<file path="config.mk">
export PLATFORM = sky130hd
export DESIGN_NAME = conv_pool_out_stage
export DESIGN_NICKNAME = d
export VERILOG_FILES = /design/src/rtl/cnn_pkg.sv /design/src/rtl/pool_acc_unit.sv /design/src/rtl/conv_pool_out_stage.sv
export SDC_FILE = /design/constraint.sdc
export NUM_CORES = 2
export LEC_CHECK = 0
export ABC_AREA = 1
export CORE_UTILIZATION = 45
export CTS_CLUSTER_DIAMETER = 60
export DETAILED_ROUTE_END_ITERATION = 10
export DONT_BUFFER_PORTS = 1
export SYNTH_ARGS = -nofsm -noshare
export SYNTH_HDL_FRONTEND = slang
export SYNTH_SLANG_ARGS = --single-unit
</file>
<file path="constraint.sdc">
create_clock -name clk -period 4.4 [get_ports clk]
set_clock_uncertainty 0.05 [all_clocks]
set_input_delay 0.44 -clock clk [delete_from_list [all_inputs] [get_ports clk]]
set_output_delay 0.44 -clock clk [all_outputs]
set_load 0.005 [all_outputs]
</file>
<file path="src/rtl/cnn_pkg.sv">
// rtl/cnn_pkg.sv - shared pool modes, FSM states and saturation helper for the conv/pool back end
package cnn_pkg;

  localparam logic POOL_MAX = 1'b0;
  localparam logic POOL_AVG = 1'b1;

  typedef enum logic [1:0] {
    ST_IDLE  = 2'd0,
    ST_RUN   = 2'd1,
    ST_FLUSH = 2'd2,
    ST_DONE  = 2'd3
  } state_e;

  // Clamps a sign-extended value into the signed range of a dw-bit word.
  function automatic logic signed [63:0] sat_dw(input logic signed [63:0] v, input int unsigned dw);
    logic signed [63:0] hi;
    logic signed [63:0] lo;
    hi = (64'sd1 <<< (dw - 1)) - 64'sd1;
    lo = -(64'sd1 <<< (dw - 1));
    if (v > hi) return hi;
    if (v < lo) return lo;
    return v;
  endfunction

endpackage

</file>
<file path="src/rtl/pool_acc_unit.sv">
// rtl/pool_acc_unit.sv - one kernel's 2x2 pool accumulator, max or average
module pool_acc_unit #(
  parameter int DW = 16
) (
  input  logic          clk,
  input  logic          rst_n,
  input  logic          en,
  input  logic          load,
  input  logic          mode,
  input  logic [DW-1:0] val,
  output logic [DW-1:0] result
);
  import cnn_pkg::*;

  logic signed [DW+1:0] acc_q, acc_d, val_x;

  always_comb begin
    val_x = {{2{val[DW-1]}}, val};
    acc_d = acc_q;
    if (en) begin
      if (load)                  acc_d = val_x;
      else if (mode == POOL_AVG) acc_d = acc_q + val_x;
      else if (val_x > acc_q)    acc_d = val_x;
    end
  end

  always_ff @(posedge clk or negedge rst_n) begin
    if (!rst_n) acc_q <= '0;
    else        acc_q <= acc_d;
  end

  // Average of four window values is the two-bit right shift of the sum.
  assign result = (mode == POOL_AVG) ? acc_q[DW+1:2] : acc_q[DW-1:0];

endmodule

</file>
<file path="src/rtl/conv_pool_out_stage.sv">
// rtl/conv_pool_out_stage.sv - channel sum + bias, saturate, ReLU, 2x2 pool and addressed output drain
module conv_pool_out_stage #(
  parameter int IN_CH      = 6,
  parameter int OUT_CH     = 16,
  parameter int DW         = 16,
  parameter int OUT_PIXELS = 25,
  parameter int MAP_SIZE   = 25,
  parameter int ADDR_W     = 32
) (
  input  logic                       clk,
  input  logic                       rst_n,
  input  logic                       start,
  input  logic                       pool_mode,
  input  logic [ADDR_W-1:0]          out_base,
  input  logic                       bias_we,
  input  logic [$clog2(OUT_CH)-1:0]  bias_addr,
  input  logic [DW-1:0]              bias_wdata,
  input  logic                       in_valid,
  output logic                       in_ready,
  input  logic [IN_CH*DW-1:0]        in_data,
  output logic                       wr_valid,
  input  logic                       wr_ready,
  output logic [ADDR_W-1:0]          wr_addr,
  output logic [DW-1:0]              wr_data,
  output logic                       busy,
  output logic                       done
);
  import cnn_pkg::*;

  localparam int SW = DW + $clog2(IN_CH + 1);
  localparam int KW = $clog2(OUT_CH);
  localparam int PW = $clog2(OUT_PIXELS);
  localparam logic [KW-1:0] K_LAST = KW'(OUT_CH - 1);
  localparam logic [PW-1:0] P_LAST = PW'(OUT_PIXELS - 1);

  state_e               state_q, state_d;
  logic                 mode_q, mode_d;
  logic [ADDR_W-1:0]    base_q, base_d;
  logic [KW-1:0]        kern_q, kern_d;
  logic [1:0]           pos_q, pos_d;
  logic [PW-1:0]        pix_q, pix_d;
  logic signed [DW-1:0] bias_q [OUT_CH];
  logic signed [DW-1:0] bias_d [OUT_CH];
  logic                 s1_valid_q, s1_valid_d;
  logic signed [SW-1:0] s1_sum_q, s1_sum_d;
  logic [KW-1:0]        s1_kern_q, s1_kern_d;
  logic [1:0]           s1_pos_q, s1_pos_d;
  logic [PW-1:0]        s1_pix_q, s1_pix_d;
  logic                 win_done_q, win_done_d;
  logic [PW-1:0]        win_pix_q, win_pix_d;
  logic                 bank_full_q, bank_full_d;
  logic [PW-1:0]        bank_pix_q, bank_pix_d;
  logic [KW-1:0]        drain_q, drain_d;
  logic [DW-1:0]        bank_q [OUT_CH];
  logic [DW-1:0]        bank_d [OUT_CH];
  logic [DW-1:0]        pool_res [OUT_CH];
  logic [DW-1:0]        sat_val, relu_val;
  logic                 accept, last_drain;

  // Hold off the closing window beat while the bank still owes writes, so completion never collides.
  assign in_ready = (state_q == ST_RUN) && !((pos_q == 2'd3) && bank_full_q);

  always_comb begin
    accept     = in_valid && in_ready;
    last_drain = bank_full_q && wr_ready && (drain_q == K_LAST);

    s1_valid_d = accept;
    s1_kern_d  = kern_q;
    s1_pos_d   = pos_q;
    s1_pix_d   = pix_q;
    s1_sum_d   = SW'(bias_q[kern_q]);
    for (int c = 0; c < IN_CH; c++) begin
      s1_sum_d = s1_sum_d + SW'($signed(in_data[c*DW +: DW]));
    end

    sat_val    = DW'(sat_dw(64'(s1_sum_q), DW));
    relu_val   = sat_val[DW-1] ? '0 : sat_val;
    win_done_d = s1_valid_q && (s1_pos_q == 2'd3) && (s1_kern_q == K_LAST);
    win_pix_d  = s1_pix_q;

    bank_full_d = bank_full_q;
    bank_pix_d  = bank_pix_q;
    drain_d     = drain_q;
    bank_d      = bank_q;
    if (bank_full_q && wr_ready) begin
      if (drain_q == K_LAST) begin
        bank_full_d = 1'b0;
        drain_d     = '0;
      end else begin
        drain_d = drain_q + 1'b1;
      end
    end
    if (win_done_q) begin
      bank_full_d = 1'b1;
      bank_pix_d  = win_pix_q;
      drain_d     = '0;
      bank_d      = pool_res;
    end

    state_d = state_q;
    mode_d  = mode_q;
    base_d  = base_q;
    kern_d  = kern_q;
    pos_d   = pos_q;
    pix_d   = pix_q;
    bias_d  = bias_q;
    if (accept) begin
      if (kern_q == K_LAST) begin
        kern_d = '0;
        pos_d  = pos_q + 2'd1;
        if (pos_q == 2'd3) pix_d = (pix_q == P_LAST) ? '0 : pix_q + 1'b1;
      end else begin
        kern_d = kern_q + 1'b1;
      end
    end

    case (state_q)
      ST_IDLE: begin
        if (bias_we) bias_d[bias_addr] = bias_wdata;
        if (start) begin
          state_d = ST_RUN;
          mode_d  = pool_mode;
          base_d  = out_base;
          kern_d  = '0;
          pos_d   = '0;
          pix_d   = '0;
        end
      end
      ST_RUN: begin
        if (accept && (kern_q == K_LAST) && (pos_q == 2'd3) && (pix_q == P_LAST)) state_d = ST_FLUSH;
      end
      ST_FLUSH: begin
        if (!s1_valid_q && !win_done_q && (!bank_full_q || last_drain)) state_d = ST_DONE;
      end
      ST_DONE:  state_d = ST_IDLE;
      default:  state_d = ST_IDLE;
    endcase
  end

  for (genvar k = 0; k < OUT_CH; k++) begin : g_pool
    pool_acc_unit #(.DW(DW)) u_acc (
      .clk    (clk),
      .rst_n  (rst_n),
      .en     (s1_valid_q && (s1_kern_q == KW'(k))),
      .load   (s1_pos_q == 2'd0),
      .mode   (mode_q),
      .val    (relu_val),
      .result (pool_res[k])
    );
  end

  always_ff @(posedge clk or negedge rst_n) begin
    if (!rst_n) begin
      state_q     <= ST_IDLE;
      mode_q      <= 1'b0;
      base_q      <= '0;
      kern_q      <= '0;
      pos_q       <= '0;
      pix_q       <= '0;
      s1_valid_q  <= 1'b0;
      s1_sum_q    <= '0;
      s1_kern_q   <= '0;
      s1_pos_q    <= '0;
      s1_pix_q    <= '0;
      win_done_q  <= 1'b0;
      win_pix_q   <= '0;
      bank_full_q <= 1'b0;
      bank_pix_q  <= '0;
      drain_q     <= '0;
      for (int k = 0; k < OUT_CH; k++) begin
        bias_q[k] <= '0;
        bank_q[k] <= '0;
      end
    end else begin
      state_q     <= state_d;
      mode_q      <= mode_d;
      base_q      <= base_d;
      kern_q      <= kern_d;
      pos_q       <= pos_d;
      pix_q       <= pix_d;
      s1_valid_q  <= s1_valid_d;
      s1_sum_q    <= s1_sum_d;
      s1_kern_q   <= s1_kern_d;
      s1_pos_q    <= s1_pos_d;
      s1_pix_q    <= s1_pix_d;
      win_done_q  <= win_done_d;
      win_pix_q   <= win_pix_d;
      bank_full_q <= bank_full_d;
      bank_pix_q  <= bank_pix_d;
      drain_q     <= drain_d;
      bias_q      <= bias_d;
      bank_q      <= bank_d;
    end
  end

  assign wr_valid = bank_full_q;
  assign wr_data  = bank_q[drain_q];
  assign wr_addr  = base_q + ADDR_W'(drain_q) * ADDR_W'(MAP_SIZE) + ADDR_W'(bank_pix_q);
  assign busy     = (state_q == ST_RUN) || (state_q == ST_FLUSH);
  assign done     = (state_q == ST_DONE);

endmodule

</file>
Word level (Yosys, flattened, before mapping)
Index checks and enable logic that the tools add are counted.
W data, S select, Z words.
Cells by class
  add/subtract/negate cells: 28
  multiply operators: 1
  divide/modulo/power cells: 0
  magnitude comparators: 22
  equality and inequality tests: 26
  shift-type cells: 0
  mux-type cells: 105
  bitwise gates (word level): 3
  reductions and logical operators: 76
Operators with widths (number)
  $mux W18: 48
  $mux W16: 25
  $add A18 B16 Y18: 16
  $gt A16 B18 Y1: 16
  $bwmux W256: 1
  $bmux W16 S4: 2
  $demux W16 S4: 1
  $add A19 B16 Y19: 3
  $reduce_bool A3 Y1: 16
  $eq A4 B4 Y1 const B: 10
  $reduce_and A2 Y1: 19
  $add A32 B5 Y32: 1
  $add A32 B9 Y32: 1
  $mux W5: 6
  $logic_and A1 B1 Y1: 29
  $mux W4: 7
  $add A18 B16 Y19: 1
  $gt A19 B16 Y1 const B: 1
  $lt A19 B16 Y1 const B: 1
  $add A17 B16 Y18: 1
  $add A16 B16 Y17: 1
  $eq A4 B3 Y1 const B: 4
  $ge A5 B5 Y1 const B: 3
  $mux W15: 1
  22 further kinds: 47
Word-level totals
  flip-flop bits (word level): 893
  bits in latches: 0
  memory bits (writable): 0
  bits in read-only memories: 0
  input port bits: 155
  output and inout port bits: 52
  word-level logic and storage cells: 325
  memories kept: 0

Longest topological paths before layout
  word-level depth: 10
  gate-level depth with buffers: 21
  depth with buffers taken out: 19

Modules after synthesis
Synthesis repeated with hierarchy kept, for this count alone.
Second synthesis, totals
  cell total of the unflattened synthesis: 10962
  area, all modules: 74597.8 um^2
By module, submodules not included
  conv_pool_out_stage: instances 1, cells an instance 3816, area each 31416.4 um^2, sequential area each 15139.5 um^2
  pool_acc_unit at g_pool[1].u_acc ...: instances 9, cells an instance 446, area each 2720.1 um^2, sequential area each 450.4 um^2
  pool_acc_unit at g_pool[0].u_acc ...: instances 6, cells an instance 448, area each 2658.8 um^2, sequential area each 450.4 um^2
  pool_acc_unit at g_pool[15].u_acc: instances 1, cells an instance 444, area each 2747.6 um^2, sequential area each 450.4 um^2

Worst setup path after synthesis
Ideal clock, no wire load.
  path kind: register to output
  from: reg drain_q[2]
  to: out wr_addr[29]
  arrival: 3.418 ns
  data required time: 3.910 ns
  path slack: 0.492 ns
  stages on the path, launching flop included: 16
  buffers on the path: 2
  cells stage by stage: dfrtp_1 -> clkbuf_1 -> clkinv_1 -> clkbuf_1 -> ha_1 -> fa_1 -> inv_1 -> ha_1 -> ha_1 -> nand2_1 -> o21ai_0 -> a21oi_1 -> a21oi_1 -> nand2_1 -> nor2_1 -> xor2_1
On the way
  cells in the longest elaborated chain, start to end: 3
RTL lines
  from (decl): RTL line conv_pool_out_stage.sv:53  | logic [KW-1:0] drain_q, drain_d;
  from (signal assigned): RTL line conv_pool_out_stage.sv:190  | drain_q <= drain_d;
  $mul A4 B5 Y9: RTL line conv_pool_out_stage.sv:198  | assign wr_addr = base_q + ADDR_W'(drain_q) * ADDR_W'(MAP_SIZE) + ADDR_W'(bank_pix_q);
  $add A32 B9 Y32: RTL line conv_pool_out_stage.sv:198
  $add A32 B5 Y32: RTL line conv_pool_out_stage.sv:198
  to (decl): RTL line conv_pool_out_stage.sv:23  | output logic [ADDR_W-1:0] wr_addr,
No other way between the ends.

Final worst setup path
  from: reg drain_q[0]
  to: out wr_addr[24]
The elaborated chain is that of the path after synthesis.

==> summary.md <==
| Metric | Value |
|---|---|
| Detailed-route via count | between 60000 and 70000 |
| Global-route wire length before repair | about 380000 um |
| Largest net degree at the start of global routing | just under 900 |
| Die area | about 150000 um2 |
| Overall Global Routing Usage | 0.3263 |
| Syn Std Cell Area | a little under 70000 um2 |
| Leading cell types by count after synthesis | nand2_1, o21ai_0, inv_1, dfrtp_1, nor2_1 |
| Share of cells above drive strength 1 | 0.05546 |
| Syn Area/Cell | around 7.1 um2 |
| PortBufs | 0 |
| Drt drc | 0 |
| Site Rows | approximately 140 |
| Clock H-tree levels | 3 |
| Top cell type's share of synthesized area | 0.3287 |
| Top-count cell post-synth | nand2_1 |
| Yosys reg bits | slightly below 900 |
| RD Place Congestion | approximately 0.98 |
| Ranking of synthesized cells by area | dfrtp_1, nand2_1, ha_1 |
| CTS clk-pin slew, worst paths | 60 ps |
| Worst EP required | around 3900 ps |
| Crit path DAT | just under 4000 ps |
| DR iter-0 viols | around 6200 |
| DP Wirelength | between 150000 and 200000 um |
| Unrepaired setup endpoints after global routing | yes |
| Cell repeated most along the worst path | o21ai_2 |
| Failing checks | max-capacitance violations |
| Initial Utilization | 0.4533 |
| CP Class | flip-flop to primary output |
| Largest stage delay on the critical path | roughly 490 ps |
| # IOs | 207 |
| Final period utilization | 0.9992 |
| Top FF cell, synth | dfrtp_1 |
| Worst hold-check path type | input port to flip-flop |
| EDFF count, synth | 0 |
| Max_slew headroom | 0.01752 |
| Warning count from the yosys run | 0 |
| Final hold vios | 0 |
| Critical path startpoint category | flip-flop |
| Crit. End Element | primary output |
| Max Slew Vio Count | 0 |
| LEAKAGE | 36.99 nW |
| Core area | around 150000 um2 |
| Final core occ | 0.5017 |
| Initial antenna violation count | 12 |
| CTS Buf Count | between 100 and 150 |
| P&R area growth vs syn | 10.67% |
| Syn Nets | 10480 |
| TritonCTS Sinks | a little under 900 |
| Total wire length | approximately 250000 um |
| Cell Chain, Critical Path | fa_1 -> ha_1 -> fa_1 -> ha_4 -> inv_1 -> o21ai_2 -> o21ai_2 -> o21ai_2 -> nand2_2 -> nor2_4 -> nand3_2 -> nor2_2 -> xor2_1 |
| Status | finished, violations left |
| Remaining antenna violation count after routing | 0 |
| Vias in the first global route | between 60000 and 70000 |
| Latest clock arrival within the worst-skew pair | 840 ps |
| Critical path's slowest cell | dfrtp_4 |
| Die Y | roughly 400 um |
| Synth area leader | dfrtp_1 |
| Peak supply drop | a little under 0.0009 V |
| Placed inst area | between 70000 and 80000 um2 |
| Post-synthesis sequential area ratio | 0.3287 |
| Cell variety after synth | 62 |
| Gr ovfl total | 0 |
| Critical Path Fanout Max | 5 |
| Longest Clk Path Bufs | 3 |
| Final instance area | ~75000 um2 |
| Via/cell ratio | between 5 and 6 |
| Async SR Flop Fraction | 1.000 |
| FMAX | around 230 MHz |
| Mapped Cells | approximately 9600 |
| Tmin final | ~4400 ps |
| CTS root buffer | clkbuf_16 |
| Per-cell routed wire length | approximately 22 um |
| CTS tree | built |
| Worst-Margin Slew | 1472 ps |
| MaxCap Viol Count | 1 |
| Die W | around 390 um |
| Fill cells | 15080 |
| Endpoints failing setup | 0 |
| PwrDens | between 800 and 900 nW/um2 |
| Net count, final | around 10000 |
| TritonRoute pass-1 iters | 6 |
cells in the final DEF, fill, tap and decap left out, types with 37 or more instances in the layout:
cell           Yosys  final
o21ai_1           89     90
a21oi_1          594    588
xor2_1            82     78
dfrtp_1          893    886
nand2_2           26     37
nor3_1            77     77
o21bai_1          57     57
o21ai_0         1319   1317
fa_1             107    106
ha_1             615    612
buf_4             19    124
inv_1           1209   1194
nand4_1          111    111
clkbuf_16          0    117
nand3_1          526    524
nand2_1         2342   2330
o22ai_1           49     49
dlygate4sd3_1      0     53
nor2_1           851    845
routing by layer:
layer	global-route usage	wire length, um
met2	0.5166	112500
met3	0.05523	18770
met4	0.1366	11400
met1	0.4395	109100
met5	0	61
layout make-up:
class	count	area, um2	share of cell area
inverters	1233	4661	0.06195
clock inverters	62	865.8	0.01151
multi-input cells	7098	39430	0.5241
clock buffers	152	3269	0.04346
well taps	2016	2522	0.03353
repair buffers	208	2102	0.02794
flip-flops and latches	893	22370	0.2973
diodes	7	17.52	0.0002328
registers in the layout (all words and copies together), names as in the netlist, 4 cells and up:
signal / flops
g_pool.u_acc.acc_q: 288
base_q: 32
win_pix_q: 5
kern_q: 4
bank_q: 256
s1_pix_q: 5
drain_q: 4
bias_q: 256
s1_kern_q: 4
bank_pix_q: 5
s1_sum_q: 19
pix_q: 5
final timing paths:
path | startpoint | endpoint | slack, ps | cells past startpoint
setup reg to reg | kern_q[0]$_DFF_PN0_ | s1_sum_q[15]$_DFF_PN0_ | 310 | 17
setup / recovery | drain_q[0]$_DFFE_PN0P_ | wr_addr[24] | 4 | 13
max in group asynchronous | rst_n | kern_q[0]$_DFF_PN0_ | 1610 | 4
hold / removal | start | kern_q[1]$_DFF_PN0_ | 80 | 4
min in group asynchronous | rst_n | g_pool[14].u_acc.acc_q[4]$_DFFE_PN0P_ | 210 | 2
hold reg to reg | s1_pix_q[4]$_DFF_PN0_ | win_pix_q[4]$_DFF_PN0_ | 300 | 0
cells by family after synthesis:
logic type	synth area share
AND/OR/NAND/NOR	0.2454
flip-flops	0.3287
adder cells (fa/ha/maj)	0.1447
buffers and inverters	0.09430
AO/OA/AOI/OAI	0.1742
XOR/XNOR	0.01263
metrics by stage:
step	setup slack [ps]	instances	total power, W	hold slack (ps)	setup TNS, ps
2_1_floorplan	491.9	9606	0.03589	94.41	0
3_3_place_gp	258.0	11380	0.04911	146.1	0
3_5_place_dp	248.8	11380	0.04947	157.6	0
4_1_cts	-140.9	11650	0.05998	-666.6	-310.5
5_1_grt	-176.5	11660	0.06556	93.57	-1310
6_report	3.721	11670	0.06089	76.73	0
repair_timing:
item / in CTS / in global routing
buffers inserted: 6 / 7
hold buffers: 52 / 2
gates resized for setup: 9 / 30
hold endpoints to repair: 1154 / 346
setup endpoints to repair: 17 / 18
pin swaps: 7 / 18
power breakdown:
part           switching, W  internal [W]  total (W)
clock               0.00418       0.00595     0.0101
combinational        0.0273        0.0120     0.0393
sequential          0.00153       0.00998     0.0115
total                0.0330        0.0279     0.0609
critical path, delay by kind of cell, from the launching register on:
family                     cells  cell delay, ps
DFF                            1             490
buffers and inverters          1              60
adders and majority gates      4            1550
xor gates and xnor gates       1             190
AOI/OAI and AO/OA              3             390
and+or+nand+nor                4             490
Note: power is estimated with default switching activity, not from simulation.
